[src/rtl/usr_shift_ctrl_if.sv]
// -----------------------------------------------------------------------------
// usr_shift_ctrl_if
// Command-side bundle for usr_shift_ctrl: one valid/ready command per
// handshake plus the busy/done status returned to the command source.
//
// Signals:
//   cmd_valid  command present (source -> sequencer)
//   cmd_ready  sequencer idle and able to accept (sequencer -> source)
//   cmd_load   parallel-load cmd_data before shifting
//   cmd_data   load value, WIDTH bits
//   cmd_dir    0 = shift right, 1 = shift left
//   cmd_fill   00 zeros, 01 ones, 10 rotate, 11 arithmetic
//   cmd_amt    number of shift cycles, CNT_W bits
//   busy       high whenever the sequencer is not idle
//   done       one-cycle completion pulse
//
// Modports: master = command source, slave = sequencer.
// -----------------------------------------------------------------------------
`timescale 1ns/1ps
interface usr_shift_ctrl_if #(
  parameter int WIDTH = 4,
  parameter int CNT_W = 3
);
  logic             cmd_valid;
  logic             cmd_ready;
  logic             cmd_load;
  logic [WIDTH-1:0] cmd_data;
  logic             cmd_dir;
  logic [1:0]       cmd_fill;
  logic [CNT_W-1:0] cmd_amt;
  logic             busy;
  logic             done;

  modport master (
    output cmd_valid, cmd_load, cmd_data, cmd_dir, cmd_fill, cmd_amt,
    input  cmd_ready, busy, done
  );

  modport slave (
    input  cmd_valid, cmd_load, cmd_data, cmd_dir, cmd_fill, cmd_amt,
    output cmd_ready, busy, done
  );
endinterface

[src/rtl/usr_shift_ctrl.sv]
// -----------------------------------------------------------------------------
// usr_shift_ctrl
// Command sequencer that owns one universal shift register (USR). Each accepted
// command optionally parallel-loads the USR, then performs cmd_amt shifts in
// the chosen direction with the chosen fill, then pulses done for one cycle.
// USR sel encoding: 00 hold, 01 shift right (MSB_in enters),
//                   10 shift left (LSB_in enters), 11 parallel load.
//
// Ports:
//   clk         clock, rising edge
//   rst         synchronous active-high reset
//   cmd_if      command bundle (slave modport of usr_shift_ctrl_if)
//   usr_sel     USR mode select
//   usr_msb_in  serial input entering at the MSB on right shifts
//   usr_lsb_in  serial input entering at the LSB on left shifts
//   usr_i_par   USR parallel-load data (last latched cmd_data)
//   usr_a_par   USR current contents, used for rotate/arithmetic fill
//
// Build option:
//   USR_SHIFT_CTRL_ARITH_EN  when defined, fill 11 on a right shift copies the
//                            sign bit (arithmetic shift); otherwise fill 11 is
//                            treated as zeros in both directions.
// -----------------------------------------------------------------------------
`timescale 1ns/1ps
module usr_shift_ctrl #(
  parameter int WIDTH = 4,
  parameter int CNT_W = 3
) (
  input  logic             clk,
  input  logic             rst,
  usr_shift_ctrl_if.slave  cmd_if,
  output logic [1:0]       usr_sel,
  output logic             usr_msb_in,
  output logic             usr_lsb_in,
  output logic [WIDTH-1:0] usr_i_par,
  input  logic [WIDTH-1:0] usr_a_par
);

  typedef enum logic [1:0] {
    S_IDLE  = 2'd0,
    S_LOAD  = 2'd1,
    S_SHIFT = 2'd2,
    S_DONE  = 2'd3
  } state_t;

  state_t           r_state;
  state_t           w_next;
  logic [WIDTH-1:0] r_data;
  logic             r_dir;
  logic [1:0]       r_fill;
  logic [CNT_W-1:0] r_cnt;

  logic             w_accept;
  logic             w_fill;
  logic             w_ready;
  logic             w_busy;
  logic             w_done;
  logic             w_unused_a;

  // Serial fill bit for the current shift; only the input in use receives it.
  function automatic logic fill_bit(input logic [1:0]       fill,
                                    input logic             dir,
                                    input logic [WIDTH-1:0] a);
    logic b;
    b = 1'b0;
    case (fill)
      2'b01:   b = 1'b1;
      2'b10:   b = dir ? a[WIDTH-1] : a[0];
      2'b11: begin
`ifdef USR_SHIFT_CTRL_ARITH_EN
        // Sign extension only makes sense shifting right; left behaves as zeros.
        b = dir ? 1'b0 : a[WIDTH-1];
`else
        b = 1'b0;
`endif
      end
      default: b = 1'b0;
    endcase
    return b;
  endfunction

  assign w_accept   = cmd_if.cmd_valid && (r_state == S_IDLE);
  assign w_fill     = fill_bit(r_fill, r_dir, usr_a_par);
  // Only the end bits of A_par feed the fill logic.
  assign w_unused_a = &{1'b0, usr_a_par};

  // State register and latched command fields
  always_ff @(posedge clk) begin
    if (rst) begin
      r_state <= S_IDLE;
      r_data  <= '0;
      r_dir   <= 1'b0;
      r_fill  <= 2'b00;
      r_cnt   <= '0;
    end else begin
      r_state <= w_next;
      if (w_accept) begin
        r_data <= cmd_if.cmd_data;
        r_dir  <= cmd_if.cmd_dir;
        r_fill <= cmd_if.cmd_fill;
        r_cnt  <= cmd_if.cmd_amt;
      end else if (r_state == S_SHIFT) begin
        r_cnt  <= r_cnt - CNT_W'(1);
      end
    end
  end

  // Next-state and output decode
  always_comb begin
    w_next     = r_state;
    w_ready    = 1'b0;
    w_busy     = 1'b1;
    w_done     = 1'b0;
    usr_sel    = 2'b00;
    usr_msb_in = 1'b0;
    usr_lsb_in = 1'b0;
    case (r_state)
      S_IDLE: begin
        w_ready = 1'b1;
        w_busy  = 1'b0;
        if (w_accept) begin
          if (cmd_if.cmd_load)           w_next = S_LOAD;
          else if (cmd_if.cmd_amt != '0) w_next = S_SHIFT;
          else                           w_next = S_DONE;
        end
      end
      S_LOAD: begin
        usr_sel = 2'b11;
        w_next  = (r_cnt != '0) ? S_SHIFT : S_DONE;
      end
      S_SHIFT: begin
        usr_sel = r_dir ? 2'b10 : 2'b01;
        if (r_dir) usr_lsb_in = w_fill;
        else       usr_msb_in = w_fill;
        // Counter still holds the remaining shifts including this one.
        if (r_cnt == CNT_W'(1)) w_next = S_DONE;
      end
      S_DONE: begin
        w_done = 1'b1;
        w_next = S_IDLE;
      end
      default: w_next = S_IDLE;
    endcase
  end

  assign cmd_if.cmd_ready = w_ready;
  assign cmd_if.busy      = w_busy;
  assign cmd_if.done      = w_done;
  assign usr_i_par        = r_data;

endmodule
[src/flat_wrapper.sv]
// flat-port wrapper written by rule: the top's interface ports become plain ports
module usr_shift_ctrl_flat 
#(
  parameter int WIDTH = 4,
  parameter int CNT_W = 3
)
  (clk, rst, usr_sel, usr_msb_in, usr_lsb_in, usr_i_par, usr_a_par, cmd_if_cmd_valid, cmd_if_cmd_load, cmd_if_cmd_data, cmd_if_cmd_dir, cmd_if_cmd_fill, cmd_if_cmd_amt, cmd_if_cmd_ready, cmd_if_busy, cmd_if_done);
  usr_shift_ctrl_if #(.WIDTH(WIDTH), .CNT_W(CNT_W)) cmd_if_i ();
  input  logic clk;
  input  logic rst;
  output logic [1:0] usr_sel;
  output logic usr_msb_in;
  output logic usr_lsb_in;
  output logic [WIDTH-1:0] usr_i_par;
  input  logic [WIDTH-1:0] usr_a_par;
  input wire logic [$bits(cmd_if_i.cmd_valid)-1:0] cmd_if_cmd_valid;
  input wire logic [$bits(cmd_if_i.cmd_load)-1:0] cmd_if_cmd_load;
  input wire logic [$bits(cmd_if_i.cmd_data)-1:0] cmd_if_cmd_data;
  input wire logic [$bits(cmd_if_i.cmd_dir)-1:0] cmd_if_cmd_dir;
  input wire logic [$bits(cmd_if_i.cmd_fill)-1:0] cmd_if_cmd_fill;
  input wire logic [$bits(cmd_if_i.cmd_amt)-1:0] cmd_if_cmd_amt;
  output wire logic [$bits(cmd_if_i.cmd_ready)-1:0] cmd_if_cmd_ready;
  output wire logic [$bits(cmd_if_i.busy)-1:0] cmd_if_busy;
  output wire logic [$bits(cmd_if_i.done)-1:0] cmd_if_done;
  assign cmd_if_i.cmd_valid = cmd_if_cmd_valid;
  assign cmd_if_i.cmd_load = cmd_if_cmd_load;
  assign cmd_if_i.cmd_data = cmd_if_cmd_data;
  assign cmd_if_i.cmd_dir = cmd_if_cmd_dir;
  assign cmd_if_i.cmd_fill = cmd_if_cmd_fill;
  assign cmd_if_i.cmd_amt = cmd_if_cmd_amt;
  assign cmd_if_cmd_ready = cmd_if_i.cmd_ready;
  assign cmd_if_busy = cmd_if_i.busy;
  assign cmd_if_done = cmd_if_i.done;
  usr_shift_ctrl #(.WIDTH(WIDTH), .CNT_W(CNT_W)) u_core (.clk(clk), .rst(rst), .cmd_if(cmd_if_i), .usr_sel(usr_sel), .usr_msb_in(usr_msb_in), .usr_lsb_in(usr_lsb_in), .usr_i_par(usr_i_par), .usr_a_par(usr_a_par));
endmodule
[config.mk]
export PLATFORM = sky130hd
export DESIGN_NAME = usr_shift_ctrl_flat
export DESIGN_NICKNAME = d
export VERILOG_FILES = /design/src/rtl/usr_shift_ctrl_if.sv /design/src/rtl/usr_shift_ctrl.sv /design/src/flat_wrapper.sv
export SDC_FILE = /design/constraint.sdc
export NUM_CORES = 1
export LEC_CHECK = 0
export CORE_MARGIN = 2
export CORE_UTILIZATION = 44
export DETAILED_ROUTE_END_ITERATION = 10
export PLACE_DENSITY = 0.92
export SLEW_MARGIN = 30
export SYNTH_ARGS = -nofsm -noshare
export SYNTH_HDL_FRONTEND = slang
export SYNTH_SLANG_ARGS = --single-unit
[constraint.sdc]
create_clock -name clk -period 3.2 [get_ports clk]
set_clock_uncertainty 0.1 [all_clocks]
set_input_delay 0.48 -clock clk [delete_from_list [all_inputs] [get_ports clk]]
set_output_delay 0.48 -clock clk [all_outputs]
set_load 0.02 [all_outputs]
==> results.json <==
{
  "outcome": "completed",
  "p_comb_share_pct": 55.6,
  "hp-class": "reg -> reg",
  "path_class": "in -> out",
  "hold_slack_ps": 359.6,
  "dp_slack_ps": 545.6,
  "hold_buffers": 0,
  "wl_per_cell_um": 11.92,
  "r2r_start": "u_core.r_state[1]",
  "setup_ws_ps": 557.8,
  "cts_tree": "yes",
  "slew_violations": 0,
  "swShare_pct": 41.34,
  "arrival_ps": 2060,
  "grt_max_degree": 13,
  "ant_nets": 0,
  "setup_viol": 0,
  "worst_slew_pin_slew_ps": 450.1,
  "crit_chain": "clkdlybuf4s50_1, mux2_1, a21oi_1, nor2_1, and3_1, clkdlybuf4s50_1",
  "whs_endpoint": "u_core.usr_i_par[3]",
  "dpl.hpwl_um": 1200,
  "fin_total_pwr_uw": 795.4,
  "ios": 29,
  "post-cts-setup-buffers": 0,
  "start_util_pct": 47.18,
  "layout_commonest_cell": "clkdlybuf4s50_1",
  "fp.dieW_um": 44.19,
  "ys_types": 23,
  "drcViolationCount": 0,
  "cts-root-buf": "clkbuf_4",
  "mappedNetlistArea_um2": 710.7,
  "cts_buffers": 3,
  "drtIter0Drc": 8,
  "path_delay_family": "buffers and inverters",
  "syn_area_per_cell_um2": 7.985,
  "start_kind": "primary input",
  "yosys_warnings": 0,
  "syn2layout_area_growth_pct": 41.90,
  "ys_seq_area_share_pct": 33.80,
  "peakVddDrop_mv": 0.4415,
  "hp-start": "u_core.usr_i_par[3]",
  "synth_edf_count": 0,
  "grt_pass1_wl_um": 2470,
  "cpMostUsedCell": "clkdlybuf4s50_1",
  "cp_max_fo": 2,
  "clk_path_buf_depth": 2,
  "antenna_cells": 0,
  "antenna_found_initial": 0,
  "p_switching_uw": 328.9,
  "power_per_cell_area_nw_per_um2": 788.8,
  "routed_wirelength_um": 1561,
  "cts.clk_slew.worst_paths_ps": 80,
  "finalWorstPathRequiredPeriod_ps": 2642,
  "r2r_cells": 6,
  "p_seq_share_pct": 28.8,
  "ys.flop_type": "dfxtp_1",
  "cts-resized-gates": 0,
  "crit_path_end_kind": "output pin",
  "synth_cells": 89,
  "core_area_um2": 1506,
  "num_vias": 664,
  "grt_pass1_vias": 636,
  "io_buffers": 26,
  "die_y_um": 44.19,
  "finalCritPeriodShare_pct": 82.57,
  "internal-power_uw": 466.6,
  "cts.sinks": 12,
  "fin_tns_setup_ps": 0,
  "crit_slowest_cell": "clkdlybuf4s50_1",
  "hold_path_depth": 2,
  "layout-drive-gt1-share_pct": 4.348,
  "final_cell_mix": "26 x clkdlybuf4s50_1, 18 x nand2_1, 12 x dfxtp_1",
  "via_per_inst": 5.069,
  "timing.fmax_mhz": 378.5,
  "gp_congestion": 0.8320,
  "htreeDepth": 1,
  "dr.pass1.iters": 4,
  "track_usage_pct": 17.06,
  "ys_seq_elements": 12,
  "dieArea_um2": 1953,
  "required_ps": 2620,
  "slew_headroom_pct": 69.90,
  "crit_buf_inv": 2,
  "r2r_setup_slack_ps": 1600,
  "clk_latency_ps": 280,
  "overflow": 0,
  "hold_violations": 0,
  "final_util_pct": 66.94,
  "p_leak_uw": 0.0004218,
  "async_reset_ff_share_pct": 0,
  "clkPwrFrac_pct": 15.6,
  "drv_cap": 0,
  "row_count": 14,
  "final_nets": 144,
  "rr_endpoint": "u_core.r_state[0]",
  "mappedNetlistNets": 117,
  "rsz0062_at_grt": "no",
  "slowest_delay_ps": 530
}
[routing by layer]
layer / global-route usage (%) / up-vias / wire, µm
li1: - / 342 / -
met5: 0 / - / 0
met2: 32.65 / 25 / 793
met1: 17.54 / 297 / 659
met3: 7.347 / 0 / 109
met4: 1.818 / 0 / 0
[cell type report]
| cell class | instances | area, µm² |
|---|---|---|
| fill | 122 | 498.0 |
| multi-input combinational | 65 | 421.7 |
| timing repair buffer | 26 | 260.3 |
| sequential | 12 | 240.2 |
| clock buffer | 4 | 36.28 |
| inverter | 8 | 30.03 |
| tap | 16 | 20.02 |
[cells by family (layout without fill, tap and decap cells)]
| group | Yosys count | count (layout) | share of synthesized area, % |
|---|---|---|---|
| and+or+nand+nor | 34 | 34 | 21.30 |
| DFF | 12 | 12 | 33.80 |
| adders and majority gates | 10 | 10 | 17.61 |
| muxes | 3 | 3 | 4.401 |
| xor gates and xnor gates | 2 | 2 | 2.465 |
| AOI/OAI and AO/OA | 16 | 16 | 13.56 |
| buffers and inverters | 12 | 38 | 6.865 |
[power groups by stage]
stage               clock network, µW  registers [µW]  logic (µW)
CTS                               126             229         442
global route                      137             234         486
floorplan                           0             233         295
finish                            124             229         442
global placement                    0             228         424
detailed placement                  0             231         440
[flip-flops by register name (all words and copies together) (netlist names)]
register	flops
u_core.r_cnt	3
u_core.r_dir	1
u_core.r_fill	2
u_core.r_state	2
u_core.usr_i_par	4
[worst max-delay path by stage]
stage                           start          to  slack, ps  cells after the start
floorplan                usr_a_par[3]  usr_lsb_in       1440                      4
global placement         usr_a_par[3]  usr_lsb_in        560                      6
detailed placement       usr_a_par[3]  usr_lsb_in        550                      6
CTS                      usr_a_par[3]  usr_lsb_in        540                      6
global route        u_core.r_state[0]  usr_sel[0]        460                      6
finish                   usr_a_par[3]  usr_lsb_in        560                      6
[Yosys cell counts (2+ instances only)]
cell / number / area share (%)
buf_2: 3 / 2.1
inv_1: 8 / 4.2
dfxtp_1: 12 / 34
and2_1: 2 / 1.8
nand2b_1: 2 / 1.8
nand2_1: 18 / 9.5
nor2_1: 8 / 4.2
mux2i_1: 2 / 2.8
a21oi_1: 10 / 7.0
a211oi_1: 2 / 2.1
ha_1: 10 / 18
[metrics by stage]
| stage | cells | area (µm²) |
|---|---|---|
| floorplan | 89 | 710.7 |
| global placement | 127 | 972.2 |
| detailed placement | 127 | 972.2 |
| CTS | 131 | 1008 |
| global route | 131 | 1008 |
| finish | 131 | 1008 |
[worst min-delay path, delay by kind of cell (launching register included)]
kind / cells / cell delay (ps)
AOI/OAI and AO/OA: 1 / 50
DFF: 1 / 310
and+or+nand+nor: 1 / 50
(Power assumes the default switching activity.)
